--- config.mk ---
export PLATFORM = sky130hd
export DESIGN_NAME = itype_alu_arbiter_flat
export DESIGN_NICKNAME = d
export VERILOG_FILES = /design/src/rtl/rv_pkg.sv /design/src/rtl/itype_alu_arbiter_if.sv /design/src/rtl/I_type.sv /design/src/rtl/itype_alu_arbiter.sv /design/src/flat_wrapper.sv
export SDC_FILE = /design/constraint.sdc
export NUM_CORES = 1
export LEC_CHECK = 0
export BUFFER_PORTS_ARGS = -buffer_cell sky130_fd_sc_hd__buf_2
export CAP_MARGIN = 20
export CORE_MARGIN = 4
export CORE_UTILIZATION = 54
export DETAILED_ROUTE_END_ITERATION = 10
export PLACE_DENSITY_LB_ADDON = 0.2
export SLEW_MARGIN = 20
export SYNTH_ARGS = -nofsm -noshare
export SYNTH_HDL_FRONTEND = slang
export SYNTH_SLANG_ARGS = --single-unit
--- constraint.sdc ---
create_clock -name clk -period 6.6 [get_ports clk]
set_input_delay 1.32 -clock clk [delete_from_list [all_inputs] [get_ports clk]]
set_output_delay 1.32 -clock clk [all_outputs]
set_load 0.03 [all_outputs]
--- src/rtl/rv_pkg.sv ---
// Shared RV32I OP-IMM definitions: opcode constant, funct3 encoding and
// I-type immediate sign extension.
package rv_pkg;

   localparam logic [6:0] OPC_OP_IMM = 7'b0010011;

   typedef enum logic [2:0] {
      ADDI      = 3'b000,
      SLLI      = 3'b001,
      SLTI      = 3'b010,
      SLTIU     = 3'b011,
      XORI      = 3'b100,
      SRLI_SRAI = 3'b101,
      ORI       = 3'b110,
      ANDI      = 3'b111
   } f3_imm_e;

   // I-type immediate: instr[31:20] sign-extended to 32 bits.
   function automatic logic [31:0] imm_i(input logic [11:0] imm12);
      return {{20{imm12[11]}}, imm12};
   endfunction

endpackage

--- src/rtl/itype_alu_arbiter_if.sv ---
// Request/result bundle for itype_alu_arbiter.
//
// Handshake: a transfer happens on a rising edge where valid && ready are
// both 1. Ready is driven by the receiver and may depend combinationally on
// valid; the sender holds its payload stable while valid && !ready, but may
// drop valid before ready (withdrawn request).
interface itype_alu_arbiter_if #(
   parameter int XLEN  = 32,
   parameter int CNT_W = 16
);
   logic             req0_valid;
   logic             req0_ready;
   logic [31:0]      req0_instr;
   logic [XLEN-1:0]  req0_rs1;
   logic             req1_valid;
   logic             req1_ready;
   logic [31:0]      req1_instr;
   logic [XLEN-1:0]  req1_rs1;
   logic             res_valid;
   logic             res_ready;
   logic             res_id;
   logic [4:0]       res_rd;
   logic [XLEN-1:0]  res_data;
   logic             res_err;
   logic [CNT_W-1:0] grant_cnt0;
   logic [CNT_W-1:0] grant_cnt1;

   // Requesters and result consumer side.
   modport master (
      output req0_valid, req0_instr, req0_rs1,
      output req1_valid, req1_instr, req1_rs1,
      output res_ready,
      input  req0_ready, req1_ready,
      input  res_valid, res_id, res_rd, res_data, res_err,
      input  grant_cnt0, grant_cnt1
   );

   // Arbiter side.
   modport slave (
      input  req0_valid, req0_instr, req0_rs1,
      input  req1_valid, req1_instr, req1_rs1,
      input  res_ready,
      output req0_ready, req1_ready,
      output res_valid, res_id, res_rd, res_data, res_err,
      output grant_cnt0, grant_cnt1
   );
endinterface

--- src/rtl/I_type.sv ---
// Combinational RV32I OP-IMM ALU. Shifts use imm[4:0]; arith selects SRAI
// over SRLI (instr[30]).
module I_type
   import rv_pkg::*;
#(
   parameter int XLEN = 32
) (
   input  f3_imm_e         funct3,
   input  logic            arith,
   input  logic [XLEN-1:0] rs1,
   input  logic [XLEN-1:0] imm,
   output logic [XLEN-1:0] alu_out
);

   // Operation select on funct3.
   always_comb begin
      alu_out = '0;
      case (funct3)
         ADDI:      alu_out = rs1 + imm;
         SLLI:      alu_out = rs1 << imm[4:0];
         SLTI:      alu_out = {{(XLEN-1){1'b0}}, ($signed(rs1) < $signed(imm))};
         SLTIU:     alu_out = {{(XLEN-1){1'b0}}, (rs1 < imm)};
         XORI:      alu_out = rs1 ^ imm;
         SRLI_SRAI: begin
            if (arith) alu_out = $signed(rs1) >>> imm[4:0];
            else       alu_out = rs1 >> imm[4:0];
         end
         ORI:       alu_out = rs1 | imm;
         ANDI:      alu_out = rs1 & imm;
         default:   alu_out = '0;
      endcase
   end

endmodule

--- src/rtl/itype_alu_arbiter.sv ---
// Round-robin sharing of one I-type ALU between two requesters, with a
// one-entry registered result buffer and per-requester grant counters.
module itype_alu_arbiter
   import rv_pkg::*;
#(
   parameter int XLEN  = 32,
   parameter int CNT_W = 16
) (
   input logic                clk,
   input logic                rst_n,
   itype_alu_arbiter_if.slave bus
);

   logic             last_gnt;
   logic             grant;
   logic             buf_free;
   logic             accept;
   logic [31:0]      sel_instr;
   logic [XLEN-1:0]  sel_rs1;
   logic [XLEN-1:0]  imm;
   logic [XLEN-1:0]  alu_out;
   f3_imm_e          funct3;
   logic [6:0]       funct7;
   logic             err;
   logic             unused_rs1_field;

   logic             res_valid_q;
   logic             res_id_q;
   logic [4:0]       res_rd_q;
   logic [XLEN-1:0]  res_data_q;
   logic             res_err_q;
   logic [CNT_W-1:0] cnt0_q;
   logic [CNT_W-1:0] cnt1_q;

   // Arbitration: a lone requester wins; on contention the one not granted last wins.
   always_comb begin
      grant = 1'b0;
      if (bus.req0_valid && bus.req1_valid) grant = ~last_gnt;
      else if (bus.req1_valid)              grant = 1'b1;
   end

   assign buf_free       = !res_valid_q || bus.res_ready;
   assign accept         = buf_free && (bus.req0_valid || bus.req1_valid);
   assign bus.req0_ready = buf_free && bus.req0_valid && !grant;
   assign bus.req1_ready = buf_free && bus.req1_valid && grant;

   assign sel_instr = grant ? bus.req1_instr : bus.req0_instr;
   assign sel_rs1   = grant ? bus.req1_rs1   : bus.req0_rs1;
   assign imm       = imm_i(sel_instr[31:20]);
   assign funct3    = f3_imm_e'(sel_instr[14:12]);
   assign funct7    = sel_instr[31:25];

   // The rs1 register index is resolved by issue logic; only its value arrives here.
   assign unused_rs1_field = ^sel_instr[19:15];

   // Legality of the granted instruction as an OP-IMM.
   always_comb begin
      err = 1'b0;
      if (sel_instr[6:0] != OPC_OP_IMM)
         err = 1'b1;
      else if (funct3 == SLLI && funct7 != 7'b0000000)
         err = 1'b1;
      else if (funct3 == SRLI_SRAI && funct7 != 7'b0000000 && funct7 != 7'b0100000)
         err = 1'b1;
   end

   I_type #(.XLEN(XLEN)) u_alu (
      .funct3  (funct3),
      .arith   (sel_instr[30]),
      .rs1     (sel_rs1),
      .imm     (imm),
      .alu_out (alu_out)
   );

   // Result buffer, round-robin history and grant counters.
   always_ff @(posedge clk or negedge rst_n) begin
      if (!rst_n) begin
         res_valid_q <= 1'b0;
         res_id_q    <= 1'b0;
         res_rd_q    <= '0;
         res_data_q  <= '0;
         res_err_q   <= 1'b0;
         cnt0_q      <= '0;
         cnt1_q      <= '0;
         last_gnt    <= 1'b1;
      end else if (accept) begin
         res_valid_q <= 1'b1;
         res_id_q    <= grant;
         res_rd_q    <= sel_instr[11:7];
         res_err_q   <= err;
         res_data_q  <= err ? '0 : alu_out;
         last_gnt    <= grant;
         if (grant) cnt1_q <= cnt1_q + CNT_W'(1);
         else       cnt0_q <= cnt0_q + CNT_W'(1);
      end else if (res_valid_q && bus.res_ready) begin
         res_valid_q <= 1'b0;
      end
   end

   assign bus.res_valid  = res_valid_q;
   assign bus.res_id     = res_id_q;
   assign bus.res_rd     = res_rd_q;
   assign bus.res_data   = res_data_q;
   assign bus.res_err    = res_err_q;
   assign bus.grant_cnt0 = cnt0_q;
   assign bus.grant_cnt1 = cnt1_q;

endmodule

--- src/flat_wrapper.sv ---
// flat-port wrapper written by rule: the top's interface ports become plain ports
module itype_alu_arbiter_flat import rv_pkg::*;
#(
   parameter int XLEN  = 32,
   parameter int CNT_W = 16
)
  (clk, rst_n, bus_req0_valid, bus_req0_instr, bus_req0_rs1, bus_req1_valid, bus_req1_instr, bus_req1_rs1, bus_res_ready, bus_req0_ready, bus_req1_ready, bus_res_valid, bus_res_id, bus_res_rd, bus_res_data, bus_res_err, bus_grant_cnt0, bus_grant_cnt1);
  itype_alu_arbiter_if #(.XLEN(XLEN), .CNT_W(CNT_W)) bus_i ();
  input logic clk;
  input logic rst_n;
  input wire logic [$bits(bus_i.req0_valid)-1:0] bus_req0_valid;
  input wire logic [$bits(bus_i.req0_instr)-1:0] bus_req0_instr;
  input wire logic [$bits(bus_i.req0_rs1)-1:0] bus_req0_rs1;
  input wire logic [$bits(bus_i.req1_valid)-1:0] bus_req1_valid;
  input wire logic [$bits(bus_i.req1_instr)-1:0] bus_req1_instr;
  input wire logic [$bits(bus_i.req1_rs1)-1:0] bus_req1_rs1;
  input wire logic [$bits(bus_i.res_ready)-1:0] bus_res_ready;
  output wire logic [$bits(bus_i.req0_ready)-1:0] bus_req0_ready;
  output wire logic [$bits(bus_i.req1_ready)-1:0] bus_req1_ready;
  output wire logic [$bits(bus_i.res_valid)-1:0] bus_res_valid;
  output wire logic [$bits(bus_i.res_id)-1:0] bus_res_id;
  output wire logic [$bits(bus_i.res_rd)-1:0] bus_res_rd;
  output wire logic [$bits(bus_i.res_data)-1:0] bus_res_data;
  output wire logic [$bits(bus_i.res_err)-1:0] bus_res_err;
  output wire logic [$bits(bus_i.grant_cnt0)-1:0] bus_grant_cnt0;
  output wire logic [$bits(bus_i.grant_cnt1)-1:0] bus_grant_cnt1;
  assign bus_i.req0_valid = bus_req0_valid;
  assign bus_i.req0_instr = bus_req0_instr;
  assign bus_i.req0_rs1 = bus_req0_rs1;
  assign bus_i.req1_valid = bus_req1_valid;
  assign bus_i.req1_instr = bus_req1_instr;
  assign bus_i.req1_rs1 = bus_req1_rs1;
  assign bus_i.res_ready = bus_res_ready;
  assign bus_req0_ready = bus_i.req0_ready;
  assign bus_req1_ready = bus_i.req1_ready;
  assign bus_res_valid = bus_i.res_valid;
  assign bus_res_id = bus_i.res_id;
  assign bus_res_rd = bus_i.res_rd;
  assign bus_res_data = bus_i.res_data;
  assign bus_res_err = bus_i.res_err;
  assign bus_grant_cnt0 = bus_i.grant_cnt0;
  assign bus_grant_cnt1 = bus_i.grant_cnt1;
  itype_alu_arbiter #(.XLEN(XLEN), .CNT_W(CNT_W)) u_core (.clk(clk), .rst_n(rst_n), .bus(bus_i));
endmodule
## Word-level counts from Yosys, hierarchy flattened

Index checks and enable logic that the tools add are counted.

| cells by class | value |
|---|---|
| multiplexer cells | 12 |
| shifts and indexed selects | 3 |
| $mul | 0 |
| equal/unequal tests | 9 |
| bitwise operators | 5 |
| divide/modulo/power cells | 0 |
| add/sub/neg operators | 3 |
| reductions and logical operators | 19 |
| $lt $le $gt $ge | 2 |

Operator list:

| kind | count |
|---|---|
| $pmux W32 S8 | 1 |
| $mux W32 | 4 |
| $add A16 B1 Y16 const B | 2 |
| $add A32 B32 Y32 | 1 |
| $and A32 B32 Y32 | 1 |
| $lt A32 B12 Y1 | 1 |
| $lt A32 B32 Y1 | 1 |
| $or A32 B32 Y32 | 1 |
| $shl A32 B5 Y32 | 1 |
| $shr A32 B5 Y32 | 1 |
| $sshr A32 B5 Y32 | 1 |
| $xor A32 B32 Y32 | 1 |
| $eq A3 B3 Y1 const B | 4 |
| $logic_and A1 B1 Y1 | 10 |
| $mux W1 | 7 |
| $ne A7 B5 Y1 const B | 1 |
| $ne A7 B6 Y1 const B | 1 |
| $reduce_bool A7 Y1 | 1 |
| $eq A3 B2 Y1 const B | 2 |
| $reduce_and A2 Y1 | 2 |
| $eq A3 B1 Y1 const B | 1 |
| $logic_not A3 Y1 | 1 |
| $logic_not A1 Y1 | 2 |
| $logic_or A1 B1 Y1 | 2 |
| 2 further kinds | 3 |

| storage, ports and cells | value |
|---|---|
| register bits | 73 |
| memory bits (read-only) | 0 |
| bits in latches | 0 |
| memories kept | 0 |
| bits in writable memories | 0 |
| output and inout bits | 74 |

## Logic depth before layout (Yosys ltp)

| logic depth | value |
|---|---|
| depth after elaboration | 10 |
| depth in mapped cells | 20 |
| depth with buffers taken out | 14 |

## By module

Synthesis repeated with hierarchy kept, for this count alone.

| second synthesis, totals | value |
|---|---|
| cells, all modules | 1609 |
| area, all modules | 11746.3 µm² |

Modules (own cells, without submodules):

| module | cells each | seq. area each (µm²) | area an instance (µm²) | times used |
|---|---|---|---|---|
| I_type | 1140 | 0.0 | 7866.3 | 1 |
| itype_alu_arbiter | 469 | 1828.0 | 3880.0 | 1 |

## Least setup slack after synthesis

OpenSTA, ideal clock, no wires.

| timing | value |
|---|---|
| path type | input to register |
| from | in bus_req1_valid |
| to | reg u_core.res_data_q[31] (netlist: u_core.bus.res_data[31]) |
| stages | 15 |
| slack | -0.916 ns |
| arrival time | 7.396 ns |
| buffers on the path | 2 |
| path through | a21boi_4 -> buf_8 -> mux2i_1 -> inv_1 -> ha_1 -> clkbuf_1 -> nand2_1 -> nor2_1 -> a2111oi_4 -> a211oi_1 -> o311a_1 -> a21oi_1 -> a21oi_1 -> or4b_1 -> and3_1 |

| between the ends | value |
|---|---|
| cells in the longest elaborated chain, start to end | 10 |
| elaborated cells between the ends (all ways) | 34 |

RTL lines:

| item | RTL line | RTL |
|---|---|---|
| start, declared | flat_wrapper.sv:14 | `input wire logic [$bits(bus_i.req1_valid)-1:0] bus_req1_valid;` |
| branches (longest 10 deep; another with $add A32 B32 Y32) | - |  |
| end signal, assigned | itype_alu_arbiter.sv:91 | `res_data_q <= err ? '0 : alu_out;` |
| end, declared | itype_alu_arbiter.sv:30 | `logic [XLEN-1:0] res_data_q;` |

Several ways; the timed one is not identified.
A chain may end at the register's enable or synchronous reset.

## Worst setup path in the final report

| timing | value |
|---|---|
| from | in bus_req1_valid |
| to | reg u_core.res_data_q[27] (netlist: u_core.bus.res_data[27]) |

Same word-level chain as after synthesis.

==> reports/metrics.csv <==
stage,metric,value,unit
global_route,grt_max_degree,74,
cts,htree_num_levels,3,
setup_path,crit_type,in -> reg,
logic_synthesis,synth_top_family_by_area,compound AO/OA/AOI/OAI gates,
sta,maxSlewViolCount,0,
cells_and_area,layout_common_cells,"nand2_1 (199), buf_2 (195), mux2i_1 (177)",
sta,hold_ws,0.468,ns
cts,postCtsHoldBufs,0,
detailed_routing,dr_wl_met2,23.2,mm
setup_path,r2r-end,u_core.bus.res_data[26],
cells_and_area,syn_to_final_growth,12.0,%
die,dieArea,25600,um^2
die,rows,55,
setup_path,end_kind,register,
global_route,antenna_found_initial,0,
cts,cts_tree,done,
cts,post_cts_resized,0,
detailed_routing,route.detailed.drc,0,
setup_path,reg2reg_depth,13,
logic_synthesis,synth_edf_count,0,
logic_synthesis,synth_cell_types,90,
sta,finalSetupViolCount,0,
place,gp_congestion,1.03,
pwr,power-per-cell-area,195,nW/um^2
worst_hold_path,holdPathEnd,u_core.bus.grant_cnt0[15],
global_route,grt_pass1_vias,13300,
cts,clk_latency,0.36,ns
logic_synthesis,synth_nets,1880,
detailed_routing,drt-met1-wl,20.7,mm
setup_path,path_max_fanout,35,
detailed_routing,vias,14000,
detailed_routing,routed_wl,52.7,mm
setup_path,crit_slowest_cell,a211oi_1,
setup_path,crit_required,6.88,ns
logic_synthesis,synthCells,1647,
logic_synthesis,synth-simple-area-share,17.7,%
setup_path,reg2reg_setup_slack,1.77,ns
cells_and_area,insertedDiodeCount,0,
cts,clkTransAtPathRegs,0.08,ns
setup_path,arrival,5.82,ns
logic_synthesis,async_flop_share,100,%
cts,cts-buffers-inserted,9,
detailed_routing,met3_length,4.93,mm
global_route,grt_pass1_wl,79.8,mm
detailed_routing,top_layer,met4,
cells_and_area,nets,2023,
detailed_routing,drtPass1Iterations,9,
place,post-dp-hpwl,40.3,mm
pwr,finalPower,2.73,mW
detailed_routing,routedWlPerCell,25.3,um
setup_path,reg2reg_from,u_core.last_gnt,
logic_synthesis,synth_flop_cell,dfrtp_1,
place,portBuffers,196,
sta,finalHoldViolations,0,
run,maxCapViolations,0,
setup_path,crit_path_start_kind,input pin,
worst_hold_path,worstHoldPathType,reg -> reg,
setup_path,path_cells,buf_2 > a21boi_4 > buf_12 > mux2i_1 > inv_1 > ha_1 > nand4_1 > o31a_1 > a211oi_1 > o21ai_0 > a311oi_1 > nor2_1 > xor2_1 > a211oi_1,
setup_path,slowest_delay,0.72,ns
sta,fmax,180,MHz
die,die_x,160,um
setup_path,crit_top_cell,a211oi_1,
cells_and_area,final_common_cell,nand2_1,
die,core,22700,um^2
pwr,p_leak,6.70,nW
global_route,grt_usage,39.3,%
cts,cts_setup_buffers,0,
die,die_y,160,um
logic_synthesis,yosys_register_bits,73,
logic_synthesis,synthXorXnorAreaFrac,3.99,%
global_route,grt-ovfl-total,0,
cts,clockBufferDepth,2,
sta,slew_headroom,21.5,%
logic_synthesis,yosysSeqAreaShare,14.6,%
sta,rsz0062_at_grt,false,
logic_synthesis,synth_fa_ha_area_share,10.1,%
sta,skew,0.0188,ns
worst_hold_path,hold_start,u_core.bus.grant_cnt0[15],
sta,period_share,84.0,%
worst_hold_path,hold_depth,1,
cells_and_area,drive_gt1_share,20.1,%
pwr,peakVddDrop,0.147,mV
logic_synthesis,synthMuxAreaShare,20.0,%
detailed_routing,postRouteAntennaNets,0,
logic_synthesis,synth.yosys.warnings,0,
setup_path,crit_buf_inv,3,
run_status,status,"finished, final reports clean",
detailed_routing,via_per_inst,6.74,
logic_synthesis,syn_area_per_cell,7.59,um^2
cts,cts-root-buf,clkbuf_16,
cts,cts_sinks,73,
sta,min_period,5.54,ns
sta,tns,0,ns
die,io_pins,207,
logic_synthesis,synth_area,12500,um^2
setup_path,cp_top_family,compound AO/OA/AOI/OAI gates,
logic_synthesis,synth_compound_area_share,26.6,%
sta,tightestPinTransition,1.16,ns
die,start_util,55.0,%
detailed_routing,drt_iter0_markers,2040,
[where the power goes]
group	leakage [nW]	switching [mW]	internal (mW)	total [mW]
clock network	0.146	0.261	0.302	0.564
logic	5.58	1.07	0.558	1.63
registers	0.973	0.0522	0.488	0.540
total	6.70	1.38	1.35	2.73
[cells in the mapped netlist (8+ instances only)]
cell / instances / area, um^2
a211oi_1: 51 / 383
a21o_1: 20 / 150
a21oi_1: 125 / 626
a221o_1: 9 / 90.1
a221oi_1: 15 / 131
a222oi_1: 8 / 80.1
a22oi_1: 11 / 82.6
a311oi_1: 9 / 78.8
a31oi_1: 23 / 144
and3_1: 12 / 75.1
buf_1: 12 / 45.0
buf_2: 38 / 190
buf_4: 12 / 90.1
clkbuf_1: 50 / 188
dfrtp_1: 72 / 1800
ha_1: 99 / 1240
inv_1: 57 / 214
mux2_2: 42 / 473
mux2i_1: 180 / 1800
nand2_1: 199 / 747
nand2b_1: 10 / 62.6
nand3_1: 30 / 150
nand4_1: 17 / 106
nor2_1: 148 / 556
nor2b_1: 19 / 119
nor3_1: 26 / 130
nor4_1: 9 / 56.3
o211ai_1: 17 / 128
o21ai_0: 126 / 631
o21bai_1: 8 / 60.1
o221ai_1: 9 / 78.8
xnor2_1: 34 / 298
xor2_1: 23 / 201
[worst reg2reg max path, cell delays in order, from the launching register on]
cell	delay [ns]
dfstp_2	0.59
a21bo_4	0.55
mux2i_4	0.53
ha_1	0.38
or2_2	0.35
a221oi_1	0.51
o2111ai_1	0.30
o21ai_0	0.50
a21oi_1	0.16
buf_4	0.20
nor2b_1	0.12
o22ai_1	0.11
xnor2_1	0.14
a311oi_1	0.30
[registers in the layout, summed over array words and instances, names as in the netlist]
register	flops
u_core.bus.res_data	32
u_core.bus.grant_cnt0	16
u_core.bus.grant_cnt1	16
u_core.bus.res_rd	5
u_core.bus.res_err	1
u_core.bus.res_id	1
u_core.bus.res_valid	1
u_core.last_gnt	1
[final cells by class]
| type | instances | area [um^2] |
|---|---|---|
| multi-input cells | 1391 | 9840 |
| well taps | 285 | 357 |
| clock buffers | 9 | 225 |
| clock inverters | 7 | 85.1 |
| repair buffers | 254 | 1440 |
| inverters | 61 | 229 |
| flip-flops and latches | 73 | 1830 |
| fillers | 2136 | 8710 |
[worst max-delay path by stage]
stage                              start                       to  slack (ns)  cells past startpoint
after floorplan           bus_req1_valid  u_core.bus.res_data[31]        0.11                     15
after global placement    bus_req1_valid  u_core.bus.res_data[27]        0.92                     14
after detailed placement  bus_req1_valid  u_core.bus.res_data[27]        0.92                     14
after CTS                 bus_req1_valid  u_core.bus.res_data[27]        1.29                     14
after global routing      bus_req1_valid  u_core.bus.res_data[27]        0.90                     14
final                     bus_req1_valid  u_core.bus.res_data[27]        1.06                     14
[stage by stage]
step / setup WS, ns / utilization, % / cells / area, um^2
2_1_floorplan: 0.110 / - / 1647 / 12500
3_3_place_gp: 0.924 / 60.2 / 2063 / 13700
3_5_place_dp: 0.918 / 60.2 / 2063 / 13700
4_1_cts: 1.29 / 61.6 / 2079 / 14000
5_1_grt: 0.897 / 61.6 / 2080 / 14000
6_report: 1.06 / 61.6 / 2080 / 14000
[layer usage]
layer	global-route usage, %	vias to the layer above
li1	-	6341
met1	51.2	6622
met2	60.9	868
met3	6.37	184
met4	24.4	0
met5	0	-
[cells by family after synthesis]
kind of cell,count (synthesis)
xor gates and xnor gates,57
buffers and inverters,183
adders and majority gates,100
DFF,73
and+or+nand+nor,497
muxes,236
AOI/OAI and AO/OA,501
No activity file was read; power rests on OpenSTA's default activity.
